<file path="src/rtl/dispatch_addr_form.sv">
// ---------------------------------------------------------------------------
// dispatch_addr_form
//
// Purpose:
//   Dispatch-address formation stage sitting behind the dispatch-mask PROM
//   (32x8, registered output, one cycle of latency). A request supplies:
//     - a source word,
//     - a right-rotate amount,
//     - a field width,
//     - a dispatch base.
//   The field width is driven to the PROM as its address. The returned mask
//   is applied to the low byte of the rotated source word. The result is
//   ORed into the base to form the dispatch-memory address.
//
// Ports:
//   clk        system clock, all state on the rising edge
//   reset_n    asynchronous active-low reset
//   req_valid  request present
//   req_ready  block can accept a request (IDLE only)
//   req_data   source word
//   req_pos    right-rotate amount, 0..DATA_W-1
//   req_len    field width in bits, 0..7
//   req_base   dispatch base address
//   mask_addr  PROM address, {2'b00, latched len}
//   mask_q     PROM data, valid the cycle after mask_addr is sampled
//   disp_valid disp_addr valid
//   disp_ready consumer accepts disp_addr
//   disp_addr  formed dispatch address
//   flush      synchronous abort back to IDLE
// ---------------------------------------------------------------------------
module dispatch_addr_form #(
  parameter int DATA_W = 32,
  parameter int ADDR_W = 11
) (
  input  logic                      clk,
  input  logic                      reset_n,
  input  logic                      req_valid,
  output logic                      req_ready,
  input  logic [DATA_W-1:0]         req_data,
  input  logic [$clog2(DATA_W)-1:0] req_pos,
  input  logic [2:0]                req_len,
  input  logic [ADDR_W-1:0]         req_base,
  output logic [4:0]                mask_addr,
  input  logic [7:0]                mask_q,
  output logic                      disp_valid,
  input  logic                      disp_ready,
  output logic [ADDR_W-1:0]         disp_addr,
  input  logic                      flush
);

  localparam int POS_W = $clog2(DATA_W);

  typedef enum logic [1:0] {
    IDLE,
    LOOKUP,
    FORM,
    DONE
  } state_t;

  state_t              state;
  logic [DATA_W-1:0]   data_reg;
  logic [POS_W-1:0]    pos_reg;
  logic [ADDR_W-1:0]   base_reg;

  logic [7:0]          rot_lo;
  logic [7:0]          field;
  logic [ADDR_W-1:0]   field_ext;

  // Only the low byte of the rotated word is ever consumed.
  // Each output bit i is source bit (i + pos) mod DATA_W. Because DATA_W is
  // a power of two, the POS_W-bit index addition wraps naturally.
  generate
    for (genvar gi = 0; gi < 8; gi++) begin : g_rot
      logic [POS_W-1:0] idx;
      assign idx = pos_reg + POS_W'(gi);
      assign rot_lo[gi] = data_reg[idx];
    end
  endgenerate

  // A len=7 mask is 7f, so rot bit 7 is always masked off.
  assign field = rot_lo & mask_q;

  always_comb begin
    field_ext      = '0;
    field_ext[7:0] = field;
  end

  always_ff @(posedge clk or negedge reset_n) begin
    if (!reset_n) begin
      state      <= IDLE;
      req_ready  <= 1'b1;
      disp_valid <= 1'b0;
      disp_addr  <= '0;
      mask_addr  <= '0;
      data_reg   <= '0;
      pos_reg    <= '0;
      base_reg   <= '0;
    end else if (flush) begin
      // Abort from any state. disp_addr and mask_addr keep their values.
      // A request presented in the same cycle is dropped.
      state      <= IDLE;
      req_ready  <= 1'b1;
      disp_valid <= 1'b0;
    end else begin
      case (state)
        IDLE: begin
          if (req_valid) begin
            data_reg  <= req_data;
            pos_reg   <= req_pos;
            base_reg  <= req_base;
            mask_addr <= {2'b00, req_len};
            req_ready <= 1'b0;
            state     <= LOOKUP;
          end
        end
        LOOKUP: begin
          // The PROM samples mask_addr on this edge.
          // mask_q becomes valid in FORM.
          state <= FORM;
        end
        FORM: begin
          disp_addr  <= base_reg | field_ext;
          disp_valid <= 1'b1;
          state      <= DONE;
        end
        DONE: begin
          if (disp_ready) begin
            disp_valid <= 1'b0;
            req_ready  <= 1'b1;
            state      <= IDLE;
          end
        end
        default: begin
          state      <= IDLE;
          req_ready  <= 1'b1;
          disp_valid <= 1'b0;
        end
      endcase
    end
  end

endmodule

</file>
<file path="config.mk">
export PLATFORM = sky130hd
export DESIGN_NAME = dispatch_addr_form
export DESIGN_NICKNAME = d
export VERILOG_FILES = /design/src/rtl/dispatch_addr_form.sv
export SDC_FILE = /design/constraint.sdc
export NUM_CORES = 1
export LEC_CHECK = 0
export CAP_MARGIN = 20
export CORE_MARGIN = 2
export CORE_UTILIZATION = 53
export DETAILED_ROUTE_END_ITERATION = 8
export PLACE_DENSITY = 0.9
export SLEW_MARGIN = 20
export SYNTH_ARGS = -nofsm -noshare
export SYNTH_HDL_FRONTEND = slang
export SYNTH_SLANG_ARGS = --single-unit
</file>
<file path="constraint.sdc">
create_clock -name clk -period 3.4 [get_ports clk]
set_input_delay 0.68 -clock clk [delete_from_list [all_inputs] [get_ports clk]]
set_output_delay 0.68 -clock clk [all_outputs]
set_load 0.02 [all_outputs]
</file>
==> results_dict.tcl <==
set metrics [dict create \
    fmax_ghz 0.3707 \
    fin_crit_ns 2.698 \
    vias 3267 \
    cts_buffers 9 \
    seqPwrFrac_pct 25.6 \
    overflow 0 \
    synth-adder-area-share_pct 3.911 \
    p_int_mw 3.649 \
    max_stage_delay_ns 0.73 \
    yosysSeqAreaShare_pct 36.90 \
    syn_inst 368 \
    synthArstFlopShare_pct 100.0 \
    slowest_stage "dfrtp_1" \
    num-fill-cells 602 \
    synthSimpleGateAreaFrac_pct 8.575 \
    switching_share_pct 42.09 \
    r2r-start "pos_reg[2]" \
    r2r-end "disp_addr[6]" \
    first_pass_iters 4 \
    die-area_um2 9203 \
    totalWireLength_um 10210 \
    required_ns 3.62 \
    slew_violations 0 \
    outcome "finished clean" \
    fin_nets 519 \
    wl_per_cell_um 18.56 \
    yosysWarnings 0 \
    post-route-period-util_pct 79.35 \
    cts_tree "yes" \
    routed_via_density 5.940 \
    hold_buffers 0 \
    cts_buffer_depth 2 \
    grt_usage_pct 24.13 \
    clkPwrFrac_pct 10.2 \
    h-tree-depth 3 \
    largest_register_ffs 32 \
    setup_tns_ns 0 \
    grt_pass1_vias 3293 \
    drive_gt1_share_pct 26.74 \
    die_h_um 95.93 \
    areaGrowthSynthToFinish_pct 23.04 \
    dp_cells 535 \
    hp-start "base_reg[10]" \
    syn-cell-area_um2 4479 \
    worstPathMaxFanout 17 \
    synth-xor-area-share_pct 3.659 \
    cp-end-kind "flip-flop" \
    drt_iter0_markers 308 \
    grt_pass1_wl_um 16660 \
    leakage_nw 2.277 \
    powerDensity_nw_per_um2 1143 \
    rows 33 \
    num_io_pins 82 \
    root_buffer "clkbuf_8" \
    clk_pin_slew_worst_paths_ns 0.07 \
    cts_sinks 66 \
    placeableCoreArea_um2 8217 \
    clkLatencyLatePin_ns 0.34 \
    antenna_found_initial 0 \
    port_buffers 79 \
    rsz0062_at_grt "no" \
    muxShareOfSynthArea_pct 37.91 \
    max_cap_viol_count 0 \
    holdPathEnd "disp_addr[10]" \
    num_antenna_cells 0 \
    hold_path_depth 2 \
    start_util_pct 54.52 \
    yosys_register_bits 66 \
    place_congestion 0.9689 \
    fin_cells 550 \
    slew_headroom_pct 45.74 \
    reg2regPathDepth 7 \
    cts-resized-gates 0 \
    grt_max_degree 67 \
    final_antenna_net_count 0 \
    hold_path.class "flip-flop to flip-flop" \
    ys.flop_type "dfrtp_1" \
    ys_types 46 \
    cts_setup_buffers 0 \
    pwr-share-comb_pct 64.2 \
    dp_hpwl_um 7579 \
    synth_edf_count 0 \
    tightestPinTransition_ns 0.8139 \
    hold_viol_final 0 \
    syn_area_per_cell_um2 12.17 \
    clock_skew_ns 0.009892 \
    cp.arrival_ns 2.92 \
    synth_compound_area_share_pct 5.112 \
    setup_viol 0 \
    r2r_slack_ns 0.70 \
    drc 0 \
    synth_top_family_by_area "multiplexers" \
    critPathLaunchType "flip-flop" \
    p_switching_mw 2.653 \
    ir_worst_vdd_uv 571.1 \
    crit_chain "inv_1 -> ha_1 -> a21oi_1 -> xnor2_1 -> mux4_2 -> nor2_1 -> o22ai_1" \
    crit_type "flip-flop to flip-flop" \
    die_w_um 95.93 \
]
[per-stage QoR]
| step | utilization, % | instance area [um^2] | setup slack [ns] | total power [mW] | hold WS [ns] |
|---|---|---|---|---|---|
| after global placement | 64.73 | 5319 | 0.8117 | 5.446 | 0.4445 |
| after floorplan | - | 4483 | 0.6154 | 4.587 | 0.3844 |
| after CTS | 67.08 | 5512 | 0.7116 | 6.287 | 0.4715 |
| final | 67.08 | 5512 | 0.7021 | 6.302 | 0.4674 |
| after detailed placement | 64.73 | 5319 | 0.7308 | 5.596 | 0.4527 |
| after global routing | 67.08 | 5512 | 0.5079 | 6.697 | 0.5001 |
[worst max-delay path by stage]
| stage | start | to | slack (ns) |
|---|---|---|---|
| after detailed placement | pos_reg[2] | disp_addr[6] | 0.73 |
| after global placement | pos_reg[2] | disp_addr[6] | 0.81 |
| final | pos_reg[2] | disp_addr[6] | 0.70 |
| after CTS | pos_reg[2] | disp_addr[6] | 0.71 |
| after floorplan | pos_reg[1] | disp_addr[1] | 0.62 |
| after global routing | pos_reg[2] | disp_addr[6] | 0.51 |
[per-layer routing]
layer / vias up / part of all wire [%] / track usage [%]
li1: 1506 / - / -
met1: 1615 / 43 / 32.19
met2: 130 / 49 / 39.57
met3: 16 / 6.0 / 4.307
met4: 0 / 2.1 / 9.167
met5: - / 0 / 0
[kinds of logic after synthesis]
logic type               after synthesis
AO/OA/AOI/OAI                         35
XOR/XNOR                              17
adder cells (fa/ha/maj)               14
buffers and inverters                 32
flip-flops                            66
multiplexers                         120
other                                  1
AND/OR/NAND/NOR                       83
[cells in the mapped netlist (3+ instances only)]
master,count,share of area (%)
inv_1,6,0.50
buf_2,6,0.67
nand2_1,30,2.5
ha_1,14,3.9
mux4_2,34,17
buf_4,4,0.67
clkbuf_1,10,0.84
xor2_1,9,1.8
nand4_1,3,0.42
nand3b_1,3,0.50
o22ai_1,4,0.56
mux2_2,57,14
buf_6,4,1.0
nor2b_1,6,0.84
a21oi_1,15,1.7
nand3_1,6,0.67
xnor2_1,6,1.2
mux2i_1,29,6.5
dfrtp_1,65,36
nor2_1,24,2.0
[cells in the final DEF, fill, tap and decap left out, types with 2 or more instances in the layout]
cell              n
conb_1            2
nor3_1            2
buf_4             6
nand2b_1          2
mux2_2           57
nand3_1           6
o22ai_1           4
mux2i_1          29
o31ai_1           2
nand2_1          30
nor2b_1           6
ha_1             14
a21boi_0          2
a31o_1            2
nor2_1           24
clkbuf_8         10
clkinvlp_4        2
xnor2_1           6
o311ai_1          2
mux4_2           34
or3_1             2
dfrtp_1          65
nand3b_1          3
xor2_1            9
clkdlybuf4s50_1  78
a21oi_1          15
clkinv_2          2
nand4_1           3
inv_1             6
[power by group through the flow]
stage	Sequential, mW	Clock [mW]	Combinational (mW)
after global routing	1.68	0.687	4.33
after CTS	1.61	0.663	4.01
after detailed placement	1.62	0	3.97
final	1.61	0.644	4.04
after floorplan	1.57	0	3.02
after global placement	1.58	0	3.87
[critical path, delay by kind of cell (launching register included)]
family	cells	cell delay [ns]
flops	1	0.73
simple gates	1	0.12
mux	1	0.54
fa+ha+maj	1	0.31
xor+xnor	1	0.21
buf+inv	1	0.33
compound gates	2	0.34
[cell type report]
class	instances	area (um^2)	area share (%)
inverter	7	26.28	0.4767
clock buffer	10	137.6	2.497
tap	105	131.4	2.384
timing repair buffer	86	850.8	15.44
multi-input combinational	271	2658	48.22
clock inverter	5	55.05	0.9989
sequential	66	1653	29.99
Power figures use the tool's default switching activity.
